$ cat config.mk
export PLATFORM = sky130hd
export DESIGN_NAME = mul_pipe_param_flat
export DESIGN_NICKNAME = d
export VERILOG_FILES = /design/src/rtl/mul_pipe_param_if.sv /design/src/rtl/mul_pipe_param.sv /design/src/flat_wrapper.sv
export SDC_FILE = /design/constraint.sdc
export NUM_CORES = 2
export LEC_CHECK = 0
export ABC_AREA = 1
export BUFFER_PORTS_ARGS = -buffer_cell sky130_fd_sc_hd__buf_2
export CAP_MARGIN = 10
export CORE_UTILIZATION = 55
export DETAILED_ROUTE_END_ITERATION = 7
export GPL_TIMING_DRIVEN = 0
export PLACE_DENSITY = 0.68
export SETUP_SLACK_MARGIN = 0.02
export SLEW_MARGIN = 20
export SYNTH_ARGS = -nofsm -noshare
export SYNTH_HDL_FRONTEND = slang
export SYNTH_SLANG_ARGS = --single-unit
$ cat constraint.sdc
create_clock -name clk -period 9.2 [get_ports clk]
set_input_delay 0.46 -clock clk [delete_from_list [all_inputs] [get_ports clk]]
set_output_delay 0.46 -clock clk [all_outputs]
set_load 0.01 [all_outputs]
$ cat src/rtl/mul_pipe_param_if.sv
// Valid/ready operand and result channels of the pipelined multiplier.
// The master drives operands and consumes results; the slave is the multiplier.
interface mul_pipe_param_if #(
  parameter int WIDTH = 32,
  parameter int TAG_W = 4
);
  logic               in_valid;
  logic               in_ready;
  logic [WIDTH-1:0]   a;
  logic [WIDTH-1:0]   b;
  logic               is_signed;
  logic [TAG_W-1:0]   in_tag;
  logic               out_valid;
  logic               out_ready;
  logic [2*WIDTH-1:0] r;
  logic [TAG_W-1:0]   out_tag;

  modport master (
    output in_valid, a, b, is_signed, in_tag, out_ready,
    input  in_ready, out_valid, r, out_tag
  );

  modport slave (
    input  in_valid, a, b, is_signed, in_tag, out_ready,
    output in_ready, out_valid, r, out_tag
  );
endinterface

$ cat src/rtl/mul_pipe_param.sv
// Two-stage signed/unsigned multiplier: stage 1 registers magnitude partial
// products per DIGIT-wide multiplier slice, stage 2 sums them and applies the sign.
module mul_pipe_param #(
  parameter int WIDTH = 32,
  parameter int DIGIT = 8,
  parameter int TAG_W = 4
) (
  input  logic            clk,
  input  logic            rst_n,
  mul_pipe_param_if.slave bus
);
  localparam int NS = WIDTH / DIGIT;

  if ((WIDTH % DIGIT) != 0 || WIDTH < DIGIT) begin : g_bad_params
    $error("mul_pipe_param: WIDTH must be a positive multiple of DIGIT");
  end

  logic                   adv;
  logic [WIDTH-1:0]       mag_a;
  logic [WIDTH-1:0]       mag_b;
  logic                   in_neg;

  logic                   s1_valid;
  logic                   s1_neg;
  logic [TAG_W-1:0]       s1_tag;
  logic [WIDTH+DIGIT-1:0] s1_pp [NS];

  logic [2*WIDTH-1:0]     sum;
  logic                   s2_valid;
  logic [2*WIDTH-1:0]     s2_r;
  logic [TAG_W-1:0]       s2_tag;

  assign adv          = !s2_valid | bus.out_ready;
  assign bus.in_ready = adv;
  assign bus.out_valid = s2_valid;
  assign bus.r         = s2_r;
  assign bus.out_tag   = s2_tag;

  // Magnitudes stay WIDTH bits: negating the most-negative value yields 2^(WIDTH-1) unsigned.
  assign mag_a  = (bus.is_signed && bus.a[WIDTH-1]) ? (~bus.a + 1'b1) : bus.a;
  assign mag_b  = (bus.is_signed && bus.b[WIDTH-1]) ? (~bus.b + 1'b1) : bus.b;
  assign in_neg = bus.is_signed & (bus.a[WIDTH-1] ^ bus.b[WIDTH-1]);

  always_ff @(posedge clk or negedge rst_n) begin
    if (!rst_n) begin
      s1_valid <= 1'b0;
      s2_valid <= 1'b0;
    end else if (adv) begin
      s1_valid <= bus.in_valid;
      s2_valid <= s1_valid;
    end
  end

  always_ff @(posedge clk) begin
    if (adv && bus.in_valid) begin
      s1_neg <= in_neg;
      s1_tag <= bus.in_tag;
      for (int k = 0; k < NS; k++) begin
        s1_pp[k] <= {{DIGIT{1'b0}}, mag_a} * {{WIDTH{1'b0}}, mag_b[k*DIGIT +: DIGIT]};
      end
    end
  end

  always_comb begin
    logic [2*WIDTH-1:0] ext;
    sum = '0;
    ext = '0;
    for (int k = 0; k < NS; k++) begin
      ext = '0;
      ext[WIDTH+DIGIT-1:0] = s1_pp[k];
      sum = sum + (ext << (k*DIGIT));
    end
  end

  // Result registers are cleared so r/out_tag read 0 while in reset.
  always_ff @(posedge clk or negedge rst_n) begin
    if (!rst_n) begin
      s2_r   <= '0;
      s2_tag <= '0;
    end else if (adv && s1_valid) begin
      s2_r   <= s1_neg ? (~sum + 1'b1) : sum;
      s2_tag <= s1_tag;
    end
  end
endmodule

$ cat src/flat_wrapper.sv
// flat-port wrapper written by rule: the top's interface ports become plain ports
module mul_pipe_param_flat 
#(
  parameter int WIDTH = 32,
  parameter int DIGIT = 8,
  parameter int TAG_W = 4
)
  (clk, rst_n, bus_in_valid, bus_a, bus_b, bus_is_signed, bus_in_tag, bus_out_ready, bus_in_ready, bus_out_valid, bus_r, bus_out_tag);
  mul_pipe_param_if #(.WIDTH(WIDTH), .TAG_W(TAG_W)) bus_i ();
  input  logic clk;
  input  logic rst_n;
  input wire logic [$bits(bus_i.in_valid)-1:0] bus_in_valid;
  input wire logic [$bits(bus_i.a)-1:0] bus_a;
  input wire logic [$bits(bus_i.b)-1:0] bus_b;
  input wire logic [$bits(bus_i.is_signed)-1:0] bus_is_signed;
  input wire logic [$bits(bus_i.in_tag)-1:0] bus_in_tag;
  input wire logic [$bits(bus_i.out_ready)-1:0] bus_out_ready;
  output wire logic [$bits(bus_i.in_ready)-1:0] bus_in_ready;
  output wire logic [$bits(bus_i.out_valid)-1:0] bus_out_valid;
  output wire logic [$bits(bus_i.r)-1:0] bus_r;
  output wire logic [$bits(bus_i.out_tag)-1:0] bus_out_tag;
  assign bus_i.in_valid = bus_in_valid;
  assign bus_i.a = bus_a;
  assign bus_i.b = bus_b;
  assign bus_i.is_signed = bus_is_signed;
  assign bus_i.in_tag = bus_in_tag;
  assign bus_i.out_ready = bus_out_ready;
  assign bus_in_ready = bus_i.in_ready;
  assign bus_out_valid = bus_i.out_valid;
  assign bus_r = bus_i.r;
  assign bus_out_tag = bus_i.out_tag;
  mul_pipe_param #(.WIDTH(WIDTH), .DIGIT(DIGIT), .TAG_W(TAG_W)) u_core (.clk(clk), .rst_n(rst_n), .bus(bus_i));
endmodule
==> Word-level counts from Yosys, hierarchy flattened <==
Memories as Yosys holds them, arrays and structs flattened.
Index checks and enable logic that the tools add are counted.
{ "word_totals": {"out_inout_bits": 70, "input_bits": 73, "n_memories": 1, "register_bits": 75, "ramBits": 160, "elab_cells": 33} }
{ "classes": {"n_addsub": 6, "n_reduce_logical": 5, "n_bitwise": 6, "muxes": 5, "multipliers": 4} }
{ "mem_list": {"columns": ["name", "words", "width", "read_ports", "rd_clocked_by_memory_dff", "wr", "line_no", "text"], "rows": [
  ["u_core.s1_pp", 4, 40, 4, 0, 4, "mul_pipe_param.sv:26", "logic [WIDTH+DIGIT-1:0] s1_pp [NS];"]
]} }
{ "ops": {"columns": ["operator", "n"], "rows": [
  ["multiplier 32 x 8 -> 40 bit", 4],
  ["adder 32 x 1 -> 32 bit (second input constant)", 2],
  ["adder 64 x 1 -> 64 bit (second input constant)", 1],
  ["adder 64 x 56 -> 64 bit", 1],
  ["adder 64 bit", 1],
  ["2-to-1 mux 32 bit", 2],
  ["2-to-1 mux 64 bit", 1],
  ["inverter 32 bit", 2],
  ["inverter 64 bit", 1],
  ["adder 40 x 48 -> 49 bit", 1],
  ["logical AND 1 bit", 4],
  ["2-to-1 mux 1 bit", 2],
  ["AND 1 bit", 1],
  ["logical NOT 1 bit", 1],
  ["OR 1 bit", 1],
  ["XOR 1 bit", 1]
]} }

==> Longest topological paths before layout <==
An unclocked memory read counts as a cell.
{ "depth": {"ltp_word": 7, "depth_mapped": 40, "ltp_nobuf": 39} }

==> Least setup slack after synthesis <==
Ideal clock, no wire load.
{ "synth_path": {"kind": "input -> register", "from": "input port bus_b[0]", "to": "memory u_core.s1_pp[3][35] (netlist bit) (data pin)", "arrival_time_ps": 6249, "stages": 32, "t_required_ps": 8948, "setup_slack_ps": 2698, "setup_ps": 252, "path_buffers": 2, "path_cell_list": "clkbuf_1 > inv_1 > ha_1 > inv_1 > nor3_2 > nand3_1 > nor3_4 > nand4_1 > o21ai_1 > o21ai_0 > xnor2_1 > clkbuf_1 > nor2_1 > fa_1 > inv_1 > fa_1 > fa_1 > fa_1 > inv_1 > ha_1 > a21oi_1 > o21ai_1 > a21oi_1 > o21ai_1 > a21boi_0 > o21ai_1 > a21oi_1 > o21ai_1 > nand2_1 > nand2_1 > nand2_1 > nand2_1"} }
{ "synth_lines": {"columns": ["element", "line_no", "text"], "rows": [
  ["start, declared", "flat_wrapper.sv:14", "input wire logic [$bits(bus_i.b)-1:0] bus_b;"],
  ["end, declared", "mul_pipe_param.sv:26", null]
]} }

==> tab_implementation.tex <==
\begin{tabular}{lr}
\hline
Metric & Value \\
\hline
\multicolumn{2}{l}{\textbf{Critical path}} \\
Worst path required time & 9560 ps \\
Worst setup path category & in -> reg \\
Worst-path maximum fanout & 10 \\
Crit path arrival time & 9270 ps \\
Buffers \& Inverters on Critical Path & 9 \\
CP startpoint kind & input port \\
Top delay family on crit path & buffers and inverters \\
Crit-path most repeated cell & nand2\_1 \\
Critical-path top delay cell & buf\_1 \\
Kind of capture point of the worst setup path & register \\
Worst path depth & 32 \\
Highest cell delay on the worst timing path & 810 ps \\
Number of cells traversed by the worst register-to-register path & 33 \\
\multicolumn{2}{l}{\textbf{Placement}} \\
Pre-CTS worst setup slack & 31.48 ps \\
Count of input and output buffers & 141 \\
Final RePlAce weighted congestion & 1.006 \\
Post-DP HPWL & 142700 um \\
Placed insts & 7835 \\
\multicolumn{2}{l}{\textbf{Yosys}} \\
Sequential cell area fraction in the yosys report & 0.1374 \\
Post-synthesis cell type with the largest combined area & fa\_1 \\
Arithmetic-cell share of the synthesized area counting full adders, half adders and majority gates & 0.3911 \\
Instance count of the mapped netlist & 6536 \\
Count of cell types in the netlist & 59 \\
Ranking of synthesized cells by area & fa\_1, nand2\_1, edfxtp\_1 \\
Synth Cell Area & 48800 um\^{}2 \\
Number of flops mapped to enable cells by yosys & 165 \\
Most numerous cell in the Yosys netlist & nand2\_1 \\
Flip-flop and latch count after synthesis & 235 \\
Synth async-reset ratio & 0.2979 \\
Main synth FF type & edfxtp\_1 \\
Area share of and/or/nand/nor cells after synthesis & 0.2381 \\
Share of the synthesized netlist area taken by xor and xnor gates & 0.04567 \\
Synthesized net count & 7686 \\
Leading cell types by count after synthesis & nand2\_1, inv\_1, nor2\_1 \\
Multiplexer share of the synthesized area & 0 \\
Complex-gate fraction of the synthesized area & 0.07095 \\
Proportion of netlist area held by the largest area contributor & 0.3065 \\
Synthesis warning total & 0 \\
Combinational family with the most area after synthesis & adder cells \\
Mean Syn Cell Area & 7.466 um\^{}2 \\
\multicolumn{2}{l}{\textbf{Clock tree}} \\
Insertion delay to the later sink of the worst-skew pair & 550 ps \\
Clock transition at the register clock pins on the worst setup and hold paths after CTS & 60 ps \\
Clock sink count & 235 \\
Clock root cell & clkbuf\_16 \\
Htree depth & 1 \\
Maximum root-to-sink buffer count & 3 \\
CTS tree & yes \\
\# Post-CTS Setup Buffers & 0 \\
TritonCTS buffer count & 23 \\
\multicolumn{2}{l}{\textbf{Detailed routing}} \\
Via count & 43960 \\
Iteration-0 DRC count of the detailed router & 4317 \\
Avg WL per Cell & 21.39 um \\
Post-route ant nets & 0 \\
Vias per cell & 5.580 \\
Routed WL & 168500 um \\
Detailed Routing Iterations Pass 1 & 6 \\
\# DRC & 0 \\
\multicolumn{2}{l}{\textbf{Worst hold path}} \\
Number of cells on the worst hold path & 1 \\
Class of the most critical hold timing path & in -> reg \\
\multicolumn{2}{l}{\textbf{Layout}} \\
Area growth syn-to-layout & 6.146\% \\
Proportion of layout cells with a drive suffix above 1 & 0.05206 \\
Fill cell count & 8377 \\
Layout Cells excl Fill & 7878 \\
Nets & 7856 \\
Ant diodes & 0 \\
\multicolumn{2}{l}{\textbf{Die}} \\
Floorplan die area & 89920 um\^{}2 \\
Number of rows created at floorplan & 108 \\
Placeable Area & 87290 um\^{}2 \\
Die span in x & 299.9 um \\
Effective utilization at floorplan & 0.5590 \\
Top-level I/O count & 143 \\
Chip height & 299.9 um \\
\multicolumn{2}{l}{\textbf{STA}} \\
Fraction of the cycle the final worst path needs & 0.9688 \\
Worst setup slack after layout & 286.8 ps \\
Final Hold Fails & 0 \\
Worst Tran Pin Value & 1238 ps \\
Time the worst path needs with I/O delays and setup & 8913 ps \\
RSZ-0062 raised after global routing & no \\
Final setup fails & 0 \\
Max-slew violation count & 0 \\
Maximum clock frequency & 112.2 MHz \\
Worst-case headroom to the max-slew limit & 0.1720 \\
Worst setup skew after layout & 9.302 ps \\
\multicolumn{2}{l}{\textbf{GRT}} \\
GRT Overall Usage & 0.3780 \\
Global route total overflow & 0 \\
Number of global-route vias before repair & 43196 \\
Antenna violations before repair & 3 \\
Global-route wire length before repair & 254300 um \\
Pin count of the biggest net entering global routing & 110 \\
\multicolumn{2}{l}{\textbf{Job}} \\
Count of max-cap constraint violations & 0 \\
\multicolumn{2}{l}{\textbf{Run status}} \\
Run status & finished, final reports clean \\
\hline
\end{tabular}
-- layout by cell type, fill, tap and decap left out, types with 135 or more instances in the layout --
cell type | synthesis | routed
buf_2 | 41 | 181
inv_1 | 1270 | 1269
nand3_1 | 170 | 170
o21ai_0 | 161 | 160
clkbuf_1 | 134 | 135
nand2_1 | 1741 | 1741
edfxtp_1 | 165 | 165
xor2_1 | 153 | 152
a21oi_1 | 260 | 260
fa_1 | 747 | 747
nor2_1 | 757 | 757
ha_1 | 330 | 330
-- routing by layer --
metal  part of all wire  global-route usage  up-vias  routed length, um
met1               0.40              0.5052    20960              67690
met3               0.12             0.09459      418              19400
met5           0.000071                   0        -                 12
li1                   -                   -    20222                  -
met2               0.42              0.5683     2358              70730
met4              0.063              0.1968        2              10680
-- per-stage QoR --
stage | hold slack, ps | utilization | TNS [ps] | instance area (um^2)
floorplan | 164.4 | - | 0 | 48800
global placement | 435.0 | 0.5836 | -124.4 | 50950
detailed placement | 310.0 | 0.5846 | 0 | 51030
CTS | 70.11 | 0.5933 | 0 | 51790
global route | 75.19 | 0.5934 | 0 | 51800
finish | 88.47 | 0.5934 | 0 | 51800
-- flip-flops by register name (all words and copies together), names as in the netlist --
register / flops
u_core.bus.r: 64
u_core.s1_tag: 4
u_core.s1_valid: 1
u_core.s1_pp: 160
u_core.s1_neg: 1
u_core.bus.out_tag: 4
u_core.bus.out_valid: 1
-- final cells by class --
class                      instances  area [um^2]  area share
multi-input combinational       4812        36410      0.7029
buffer                           192        833.3     0.01609
timing repair buffer             145        780.7     0.01507
clock inverter                    13        107.6    0.002077
inverter                        1297         4876     0.09414
clock buffer                      29        638.1     0.01232
tap                             1155         1445     0.02790
sequential                       235         6706      0.1295
-- repair_timing --
action,CTS,global route
gates resized for setup,0,0
hold endpoints to repair,10,0
hold buffers,1,0
-- kinds of logic (layout without fill, tap and decap cells) --
family                   Yosys count  after routing
AO/OA/AOI/OAI                    614            614
XOR/XNOR                         251            251
adder cells (fa/ha/maj)         1077           1077
buffers and inverters           1489           1676
flip-flops                       235            235
AND/OR/NAND/NOR                 2870           2870
-- worst paths after layout --
kind,from,end,slack [ps]
worst max register to register,u_core.s1_pp[0][8]$_DFFE_PP_,u_core.bus.r[59]$_DFFE_PN0P_,2600
worst min register to register,u_core.s1_tag[0]$_DFFE_PP_,u_core.bus.out_tag[0]$_DFFE_PN0P_,450
worst min-delay path,bus_in_tag[0],u_core.s1_tag[0]$_DFFE_PP_,90
max in group asynchronous,rst_n,u_core.bus.r[58]$_DFFE_PN0P_,8380
min in group asynchronous,rst_n,u_core.bus.r[2]$_DFFE_PN0P_,290
worst max-delay path,bus_a[0],u_core.s1_pp[0][36]$_DFFE_PP_,290
Power is left out: the tool's default activity adds up to more than one toggle a clock period on the data nets, which glitch-free logic cannot reach.
